## src/rtl/bnine_arb_pkg.sv

```systemverilog
// Shared definitions for the instruction-ROM arbiter: FSM state type and
// port-owner identifiers used by the arbiter and its round-robin picker.
package bnine_arb_pkg;

    typedef enum logic [1:0] {
        IDLE = 2'd0,
        WAIT = 2'd1,
        DROP = 2'd2
    } arb_state_e;

    localparam logic OWNER_FETCH = 1'b0;
    localparam logic OWNER_LOAD  = 1'b1;

endpackage

```

## src/rtl/rr_pick2.sv

```systemverilog
// Combinational two-way round-robin picker: on a tie the port that did not
// own the previous transaction wins.
module rr_pick2
    import bnine_arb_pkg::*;
(
    input  logic [1:0] eligible_i,
    input  logic       last_owner_i,
    output logic       grant_valid_o,
    output logic       grant_idx_o
);

    always_comb begin
        // NOTE: every output gets a default first so no path can infer a latch.
        grant_valid_o = |eligible_i;
        grant_idx_o   = OWNER_FETCH;
        if (&eligible_i) begin
            grant_idx_o = ~last_owner_i;
        end else if (eligible_i[1]) begin
            grant_idx_o = OWNER_LOAD;
        end
    end

endmodule

```

## src/rtl/inst_mem_arbiter.sv

```systemverilog
// Shares one instruction-ROM port between the fetch stage (port 0) and the
// loader/debug port (port 1): round-robin, one outstanding txn, flush, watchdog.
module inst_mem_arbiter
    import bnine_arb_pkg::*;
#(
    parameter int ADDR_W      = 32,
    parameter int DATA_W      = 32,
    parameter int TIMEOUT_CYC = 16
) (
    input  logic              clk,
    input  logic              reset,

    input  logic              req0_i,
    input  logic [ADDR_W-1:0] addr0_i,
    input  logic              flush0_i,
    output logic              gnt0_o,
    output logic              rsp0_valid_o,
    output logic [DATA_W-1:0] rsp0_data_o,
    output logic              rsp0_err_o,

    input  logic              req1_i,
    input  logic [ADDR_W-1:0] addr1_i,
    input  logic              flush1_i,
    output logic              gnt1_o,
    output logic              rsp1_valid_o,
    output logic [DATA_W-1:0] rsp1_data_o,
    output logic              rsp1_err_o,

    output logic              mem_request_o,
    output logic [ADDR_W-1:0] mem_addr_o,
    input  logic [DATA_W-1:0] mem_data_i,
    input  logic              mem_dataOk_i,

    output logic              spurious_o
);

    localparam int                 TIMER_W    = $clog2(TIMEOUT_CYC) + 1;
    localparam logic [TIMER_W-1:0] TIMER_LAST = TIMER_W'(TIMEOUT_CYC - 1);
    localparam logic [TIMER_W-1:0] TIMER_MAX  = '1;

    arb_state_e          state_q;
    logic                owner_q;
    logic                last_owner_q;
    logic [TIMER_W-1:0]  timer_q;
    logic [TIMER_W-1:0]  timer_d;
    logic [1:0]          gnt_q;
    logic [1:0]          rsp_valid_q;
    logic [1:0]          rsp_err_q;
    logic [DATA_W-1:0]   rsp_data_q;
    logic                mem_request_q;
    logic [ADDR_W-1:0]   mem_addr_q;
    logic                spurious_q;

    logic [1:0]          flush;
    logic [1:0]          eligible;
    logic                pick_valid;
    logic                pick_idx;
    logic                owner_flush;
    logic                timed_out;

    assign flush       = {flush1_i, flush0_i};
    assign eligible    = {req1_i, req0_i} & ~flush;
    assign owner_flush = flush[owner_q];
    // Saturating compare: a flush landing on the last cycle must still time out in DROP.
    assign timed_out   = (timer_q >= TIMER_LAST);
    assign timer_d     = (timer_q == TIMER_MAX) ? timer_q : timer_q + 1'b1;

    rr_pick2 u_pick (
        .eligible_i    (eligible),
        .last_owner_i  (last_owner_q),
        .grant_valid_o (pick_valid),
        .grant_idx_o   (pick_idx)
    );

    // NOTE: all state here uses non-blocking assignments so every register samples pre-edge values.
    always_ff @(posedge clk or posedge reset) begin
        if (reset) begin
            state_q       <= IDLE;
            owner_q       <= OWNER_FETCH;
            last_owner_q  <= OWNER_LOAD;
            timer_q       <= '0;
            gnt_q         <= '0;
            rsp_valid_q   <= '0;
            rsp_err_q     <= '0;
            rsp_data_q    <= '0;
            mem_request_q <= 1'b0;
            mem_addr_q    <= '0;
            spurious_q    <= 1'b0;
        end else begin
            gnt_q       <= '0;
            rsp_valid_q <= '0;
            rsp_err_q   <= '0;
            rsp_data_q  <= '0;
            unique case (state_q)
                IDLE: begin
                    if (mem_dataOk_i) begin
                        spurious_q <= 1'b1;
                    end
                    if (pick_valid) begin
                        gnt_q[pick_idx] <= 1'b1;
                        owner_q         <= pick_idx;
                        mem_addr_q      <= pick_idx ? addr1_i : addr0_i;
                        mem_request_q   <= 1'b1;
                        timer_q         <= '0;
                        state_q         <= WAIT;
                    end
                end
                WAIT: begin
                    timer_q <= timer_d;
                    if (owner_flush) begin
                        state_q <= DROP;
                    end else if (mem_dataOk_i || timed_out) begin
                        rsp_valid_q[owner_q] <= 1'b1;
                        rsp_err_q[owner_q]   <= ~mem_dataOk_i;
                        rsp_data_q           <= mem_dataOk_i ? mem_data_i : '0;
                        mem_request_q        <= 1'b0;
                        last_owner_q         <= owner_q;
                        state_q              <= IDLE;
                    end
                end
                DROP: begin
                    timer_q <= timer_d;
                    if (mem_dataOk_i || timed_out) begin
                        mem_request_q <= 1'b0;
                        last_owner_q  <= owner_q;
                        state_q       <= IDLE;
                    end
                end
                default: begin
                    mem_request_q <= 1'b0;
                    state_q       <= IDLE;
                end
            endcase
        end
    end

    assign gnt0_o        = gnt_q[0];
    assign gnt1_o        = gnt_q[1];
    assign rsp0_valid_o  = rsp_valid_q[0];
    assign rsp1_valid_o  = rsp_valid_q[1];
    assign rsp0_err_o    = rsp_err_q[0];
    assign rsp1_err_o    = rsp_err_q[1];
    assign rsp0_data_o   = rsp_valid_q[0] ? rsp_data_q : '0;
    assign rsp1_data_o   = rsp_valid_q[1] ? rsp_data_q : '0;
    assign mem_request_o = mem_request_q;
    assign mem_addr_o    = mem_addr_q;
    assign spurious_o    = spurious_q;

    // Grants and responses are exclusive between the two ports.
    assert property (@(posedge clk) disable iff (reset) !(&gnt_q));
    assert property (@(posedge clk) disable iff (reset) !(&rsp_valid_q));

endmodule

```

## config.mk

```make
export PLATFORM = sky130hd
export DESIGN_NAME = inst_mem_arbiter
export DESIGN_NICKNAME = d
export VERILOG_FILES = /design/src/rtl/bnine_arb_pkg.sv /design/src/rtl/rr_pick2.sv /design/src/rtl/inst_mem_arbiter.sv
export SDC_FILE = /design/constraint.sdc
export NUM_CORES = 1
export LEC_CHECK = 0
export CAP_MARGIN = 20
export CORE_MARGIN = 3
export CORE_UTILIZATION = 36
export DETAILED_ROUTE_END_ITERATION = 8
export PLACE_DENSITY = 0.83
export SETUP_SLACK_MARGIN = 0.15
export SLEW_MARGIN = 5
export SYNTH_ARGS = -nofsm -noshare
export SYNTH_HDL_FRONTEND = slang
export SYNTH_SLANG_ARGS = --single-unit
```

## constraint.sdc

```tcl
create_clock -name clk -period 2.7 [get_ports clk]
set_clock_uncertainty 0.05 [all_clocks]
set_input_delay 0.81 -clock clk [delete_from_list [all_inputs] [get_ports clk]]
set_output_delay 0.81 -clock clk [all_outputs]
set_load 0.02 [all_outputs]
```

==> out/qor.yml, run 1 <==
status: "completed"
gr-total-overflow: 0
wire_per_inst_um: 16.2
grt_pass1_vias: 3530
drive_gt1_frac: 0.0640
rrSetupSlack_ns: 0.56
required_ns: 1.84
rows: 37
htree_levels: 3
grt_max_degree: 35
cts_tree: "built"
synthFlopType: "dfrtp_1"
final_common_cell: "clkdlybuf4s50_1"
boundaryPins: 207
drt_first_pass_iters: 4
fin_area_sq_um: 6380
pre_cts_ws_ns: 0.243
critPathArrivalTime_ns: 1.54
num_vias: 3663
worstMarginPinSlew_ns: 0.447
r2r_end: "state_q[0]$_DFFE_PP0P_"
clk_latency_ns: 0.35
final_cell_mix: "clkdlybuf4s50_1, and2_1, dfrtp_1"
dieArea_sq_um: 11900
gp_congestion: 0.825
cap_viol_max_count: 0
finalNetCount: 714
min-delay-start: "spurious_o$_DFFE_PP0P_"
dp.cells: 729
reg2reg_depth: 6
hold_depth: 1
placed_area_sq_um: 6110
synth_nets: 509
drt_iter0_drc: 175
syn_inst: 399
clk_pin_slew_ns: 0.09
cts_max_path_buffers: 2
wl_mm: 12.1
min_path_type: "reg2reg"
core_sq_um: 10300
cp-end-kind: "output port"
clock-sinks: 81
hold_violations: 0
drcViolationCount: 0
power_leakage_uw: 0.00362
crit_type: "reg2out"
grt_pass1_wl_mm: 17.6
hold_slack_ns: 0.412
synth-edff-count: 0
seq_area_frac_synth: 0.529
die_w_um: 109
multi_input_area_sq_um: 1670
r2r_start: "timer_q[0]$_DFFE_PP0P_"
hold_path_end: "spurious_o$_DFFE_PP0P_"
cts_hold_buf: 0
final.min_clock_period_ns: 2.40
dp_hpwl_mm: 8.85
ctsRootBufferMaster: "clkbuf_8"
peakVddDrop_v: 0.000490
num_antenna_cells: 0
n_fill_cell: 855
rsz0062_at_grt: "false"
timing.fmax_mhz: 416
track_usage: 0.193
crit_path_max_fanout: 33
layout.area.seq_sq_um: 2030
synth.distinct_cells: 42
async_flop_share: 1.00
syn2layout_area_growth_pct: 66.2
post_drt_via_cell_ratio: 4.92
ant_nets: 0
yosys_warnings: 0
post_cts_buffers: 0
min_period_over_period: 0.890
max-slew-margin-rel: 0.699
setup_slack_ns: 0.296
antenna_found_initial: 0
cts_buffers: 9
portBuffers: 206
fin_cells: 745
syn_area_per_cell_sq_um: 9.61
final.setup.tns_ns: 0
setup_violations: 0
slew_violations: 0
start_util: 0.372
p_per_area_nw_per_um2: 744
synth_area_sq_um: 3840
die_y_um: 109
start_kind: "register"
synth-seq-cells: 81
[worst max path at each step]
stage	startpoint	slack, ns	cells after the start	endpoint
6_report	rsp_valid_q[1]$_DFF_PP0_	0.30	2	rsp1_valid_o
4_1_cts	rsp_valid_q[1]$_DFF_PP0_	0.1	3	rsp1_data_o[9]
3_5_place_dp	flush0_i	0.24	5	timer_q[2]$_DFFE_PP0P_
2_1_floorplan	timer_q[0]$_DFFE_PP0P_	0.69	6	state_q[0]$_DFFE_PP0P_
3_3_place_gp	flush0_i	0.31	5	timer_q[2]$_DFFE_PP0P_
5_1_grt	rsp_valid_q[1]$_DFF_PP0_	0.21	2	rsp1_valid_o
[timing repair]
item	CTS	global route
gates resized for setup	25	41
endpoints found under the setup margin	64	41
cloned	0	0
[routing by layer]
metal | share of wire | GRT usage
met5 | 0 | 0
met2 | 0.48 | 0.338
met1 | 0.39 | 0.214
met3 | 0.11 | 0.0716
met4 | 0.017 | 0.0703
[final cells by class]
class / instances / area share
repair buffers: 217 / 0.361
clock buffers: 12 / 0.0243
flip-flops and latches: 81 / 0.318
clock inverters: 4 / 0.00432
well taps: 136 / 0.0267
multi-input cells: 290 / 0.262
inverters: 5 / 0.00353
[per-stage QoR]
step / utilization / total power [uW]
2_1_floorplan: - / 2950
3_3_place_gp: 0.592 / 3860
3_5_place_dp: 0.592 / 3930
4_1_cts: 0.608 / 4780
5_1_grt: 0.618 / 5040
6_report: 0.618 / 4740
[report_power, final]
group / leakage [uW] / switching (uW) / internal [uW] / total [uW]
Sequential: 0.00102 / 215 / 1570 / 1790
Clock: 0.0000846 / 456 / 384 / 839
Combinational: 0.00252 / 1110 / 1000 / 2120
Total: 0.00362 / 1780 / 2960 / 4740
[cell usage after synthesis, types with 2 or more instances]
cell / n / area [sq um]
a21boi_1: 2 / 15.0
a21o_1: 4 / 30.0
a21oi_1: 66 / 330
a21oi_2: 2 / 17.5
a22o_1: 3 / 26.3
and2_1: 96 / 601
and3_1: 2 / 12.5
buf_2: 10 / 50.1
clkbuf_1: 11 / 41.3
dfrtp_1: 80 / 2000
ha_1: 7 / 87.6
inv_1: 5 / 18.8
nand2_1: 36 / 135
nand2b_4: 2 / 27.5
nand3_1: 4 / 20.0
nor2_1: 38 / 143
nor2b_1: 2 / 12.5
nor3_1: 2 / 10.0
nor3b_1: 2 / 15.0
o21ai_0: 2 / 10.0
or3_1: 2 / 12.5
[critical path: stages (launching register included)]
cell,delay [ns]
dfrtp_1,0.35
buf_6,0.20
clkdlybuf4s50_1,0.63
[kinds of logic after synthesis]
family | synth area share
buffers and inverters | 0.0356
flip-flops | 0.529
AO/OA/AOI/OAI | 0.127
adder cells (fa/ha/maj) | 0.0228
AND/OR/NAND/NOR | 0.281
multiplexers | 0.00554
[state kept, by name, indices dropped and copies added (netlist names)]
signal	cells
state_q	2
owner_q	1
mem_addr_o	32
last_owner_q	1
rsp_data_q	32
rsp_err_q	2
timer_q	5
spurious_o	1
gnt_q	2
mem_request_o	1
rsp_valid_q	2
(Power assumes the default switching activity.)
==> run 2: changes to the inputs <==
Settings changed: DONT_BUFFER_PORTS set to 1, PLACE_DENSITY 0.83 to 0.57.
==> run 2 against run 1 <==
Maximum frequency increased by 0.74%. Combinational power is 53% lower. Global-route usage shrank 4.7 points. Wire length down 23%. Sequential cell count is the same. Critical path type unchanged. Core utilization fell by 21 points. Setup slack improved by 0.018 ns. Final area decreased by 35%.
==> out/qor.yml, run 2 (synthesis results as in run 1) <==
grt_max_degree: 50
max-slew-margin-rel: 0.504
final_common_cell: "and2_1"
htree_levels: 3
status: "completed"
critPathTopFamily: "flip-flops"
setup_slack_ns: 0.314
cp_cell_sequence: "and2_1"
cts_hold_buf: 0
min_period_over_period: 0.884
clk_pin_slew_ns: 0.09
cts_tree: "built"
worstMarginPinSlew_ns: 0.743
die_w_um: 109
gp_congestion: 0.742
post_cts_buffers: 0
critPathArrivalTime_ns: 1.53
cap_viol_max_count: 0
slew_violations: 0
final_cell_mix: "and2_1, dfrtp_1, a21oi_1"
min_path_type: "in2async"
boundaryPins: 207
power_leakage_uw: 0.00193
clock-sinks: 81
clk_latency_ns: 0.34
gr-total-overflow: 0
p_per_area_nw_per_um2: 975
reg2reg_depth: 6
placed_area_sq_um: 3950
r2r_start: "timer_q[0]$_DFFE_PP0P_"
rrSetupSlack_ns: 0.57
die_y_um: 109
start_util: 0.372
cp-end-kind: "output port"
post_drt_via_cell_ratio: 5.26
finalNetCount: 506
slowest_delay_ns: 0.83
drt_iter0_drc: 145
crit_path_max_fanout: 33
num_antenna_cells: 0
fin_area_sq_um: 4160
n_fill_cell: 1035
fin_cells: 537
portBuffers: 0
cts_buffers: 9
drcViolationCount: 0
start_kind: "register"
antenna_found_initial: 0
dieArea_sq_um: 11900
core_sq_um: 10300
final.min_clock_period_ns: 2.39
grt_pass1_wl_mm: 13.5
ctsRootBufferMaster: "clkbuf_8"
wl_mm: 9.24
ant_nets: 0
final.setup.tns_ns: 0
hold_violations: 0
r2r_end: "state_q[0]$_DFFE_PP0P_"
crit_buf_inv: 0
dp.cells: 520
pre_cts_ws_ns: 0.331
rsz0062_at_grt: "false"
setup_violations: 0
peakVddDrop_v: 0.000497
track_usage: 0.146
num_vias: 2823
post_cts_resize_count: 0
syn2layout_area_growth_pct: 8.38
wire_per_inst_um: 17.2
drive_gt1_frac: 0.0898
crit_slowest_cell: "dfrtp_1"
dp_hpwl_mm: 6.63
crit_type: "reg2out"
rows: 37
required_ns: 1.84
timing.fmax_mhz: 419
grt_pass1_vias: 2609
cts_max_path_buffers: 2
drt_first_pass_iters: 5
==> run 2: changes by cell type in the layout (fill, tap and decap cells not counted), sizes merged <==
cell           previous run  this run
bufinv                    0         1
dlygate4sd2              23         0
dlymetal6s2s             41         0
buf                      11         9
clkdlybuf4s50           142         0
clkinvlp                  4         3
==> run 2: worst max path at each step <==
stage                              from                         to  slack [ns]  depth (start not counted)
6_report       rsp_valid_q[1]$_DFF_PP0_             rsp1_data_o[1]        0.31                          1
3_5_place_dp                   flush1_i  mem_addr_o[3]$_DFFE_PP0P_        0.33                          4
4_1_cts        rsp_valid_q[1]$_DFF_PP0_             rsp1_data_o[1]        0.25                          1
3_3_place_gp                   flush1_i  mem_addr_o[0]$_DFFE_PP0P_        0.44                          4
2_1_floorplan    timer_q[0]$_DFFE_PP0P_     state_q[0]$_DFFE_PP0P_        0.69                          6
5_1_grt        rsp_valid_q[1]$_DFF_PP0_             rsp1_data_o[1]        0.16                          1
==> run 2: layout make-up <==
class	instances	area, sq um	share of cell area
clock buffers	12	135	0.0325
clock inverters	4	53.8	0.0129
inverters	5	22.5	0.00542
multi-input cells	290	1670	0.402
flip-flops and latches	81	2030	0.488
well taps	136	170	0.0409
repair buffers	9	75.1	0.0181
==> run 2: metrics by stage <==
| step | total power, uW | hold WS, ns | util |
|---|---|---|---|
| 3_5_place_dp | 3210 | 0.521 | 0.383 |
| 5_1_grt | 4370 | 0.401 | 0.403 |
| 6_report | 4050 | 0.400 | 0.403 |
| 3_3_place_gp | 3170 | 0.505 | 0.383 |
| 2_1_floorplan | 2950 | 0.462 | - |
| 4_1_cts | 4100 | 0.386 | 0.401 |
==> run 2: per-layer routing <==
layer,share of wire,GRT usage,vias to the layer above,wire length [um]
li1,-,-,1305,-
met1,0.39,0.176,1328,3630
met2,0.47,0.240,174,4300
met3,0.12,0.0557,16,1150
met4,0.016,0.0499,0,151
met5,0,0,-,0
==> run 2: power breakdown <==
part	switching, uW	total [uW]	leakage (uW)	internal, uW
Sequential	615	2190	0.00101	1570
Clock	439	870	0.0000868	431
Combinational	590	997	0.000832	407
Total	1640	4050	0.00193	2410
==> run 3: changes to the inputs <==
Settings changed: SKIP_LAST_GASP set to 1.
==> results of run 3 <==
The final DEF is identical to that of run 2; final timing and power are the same.
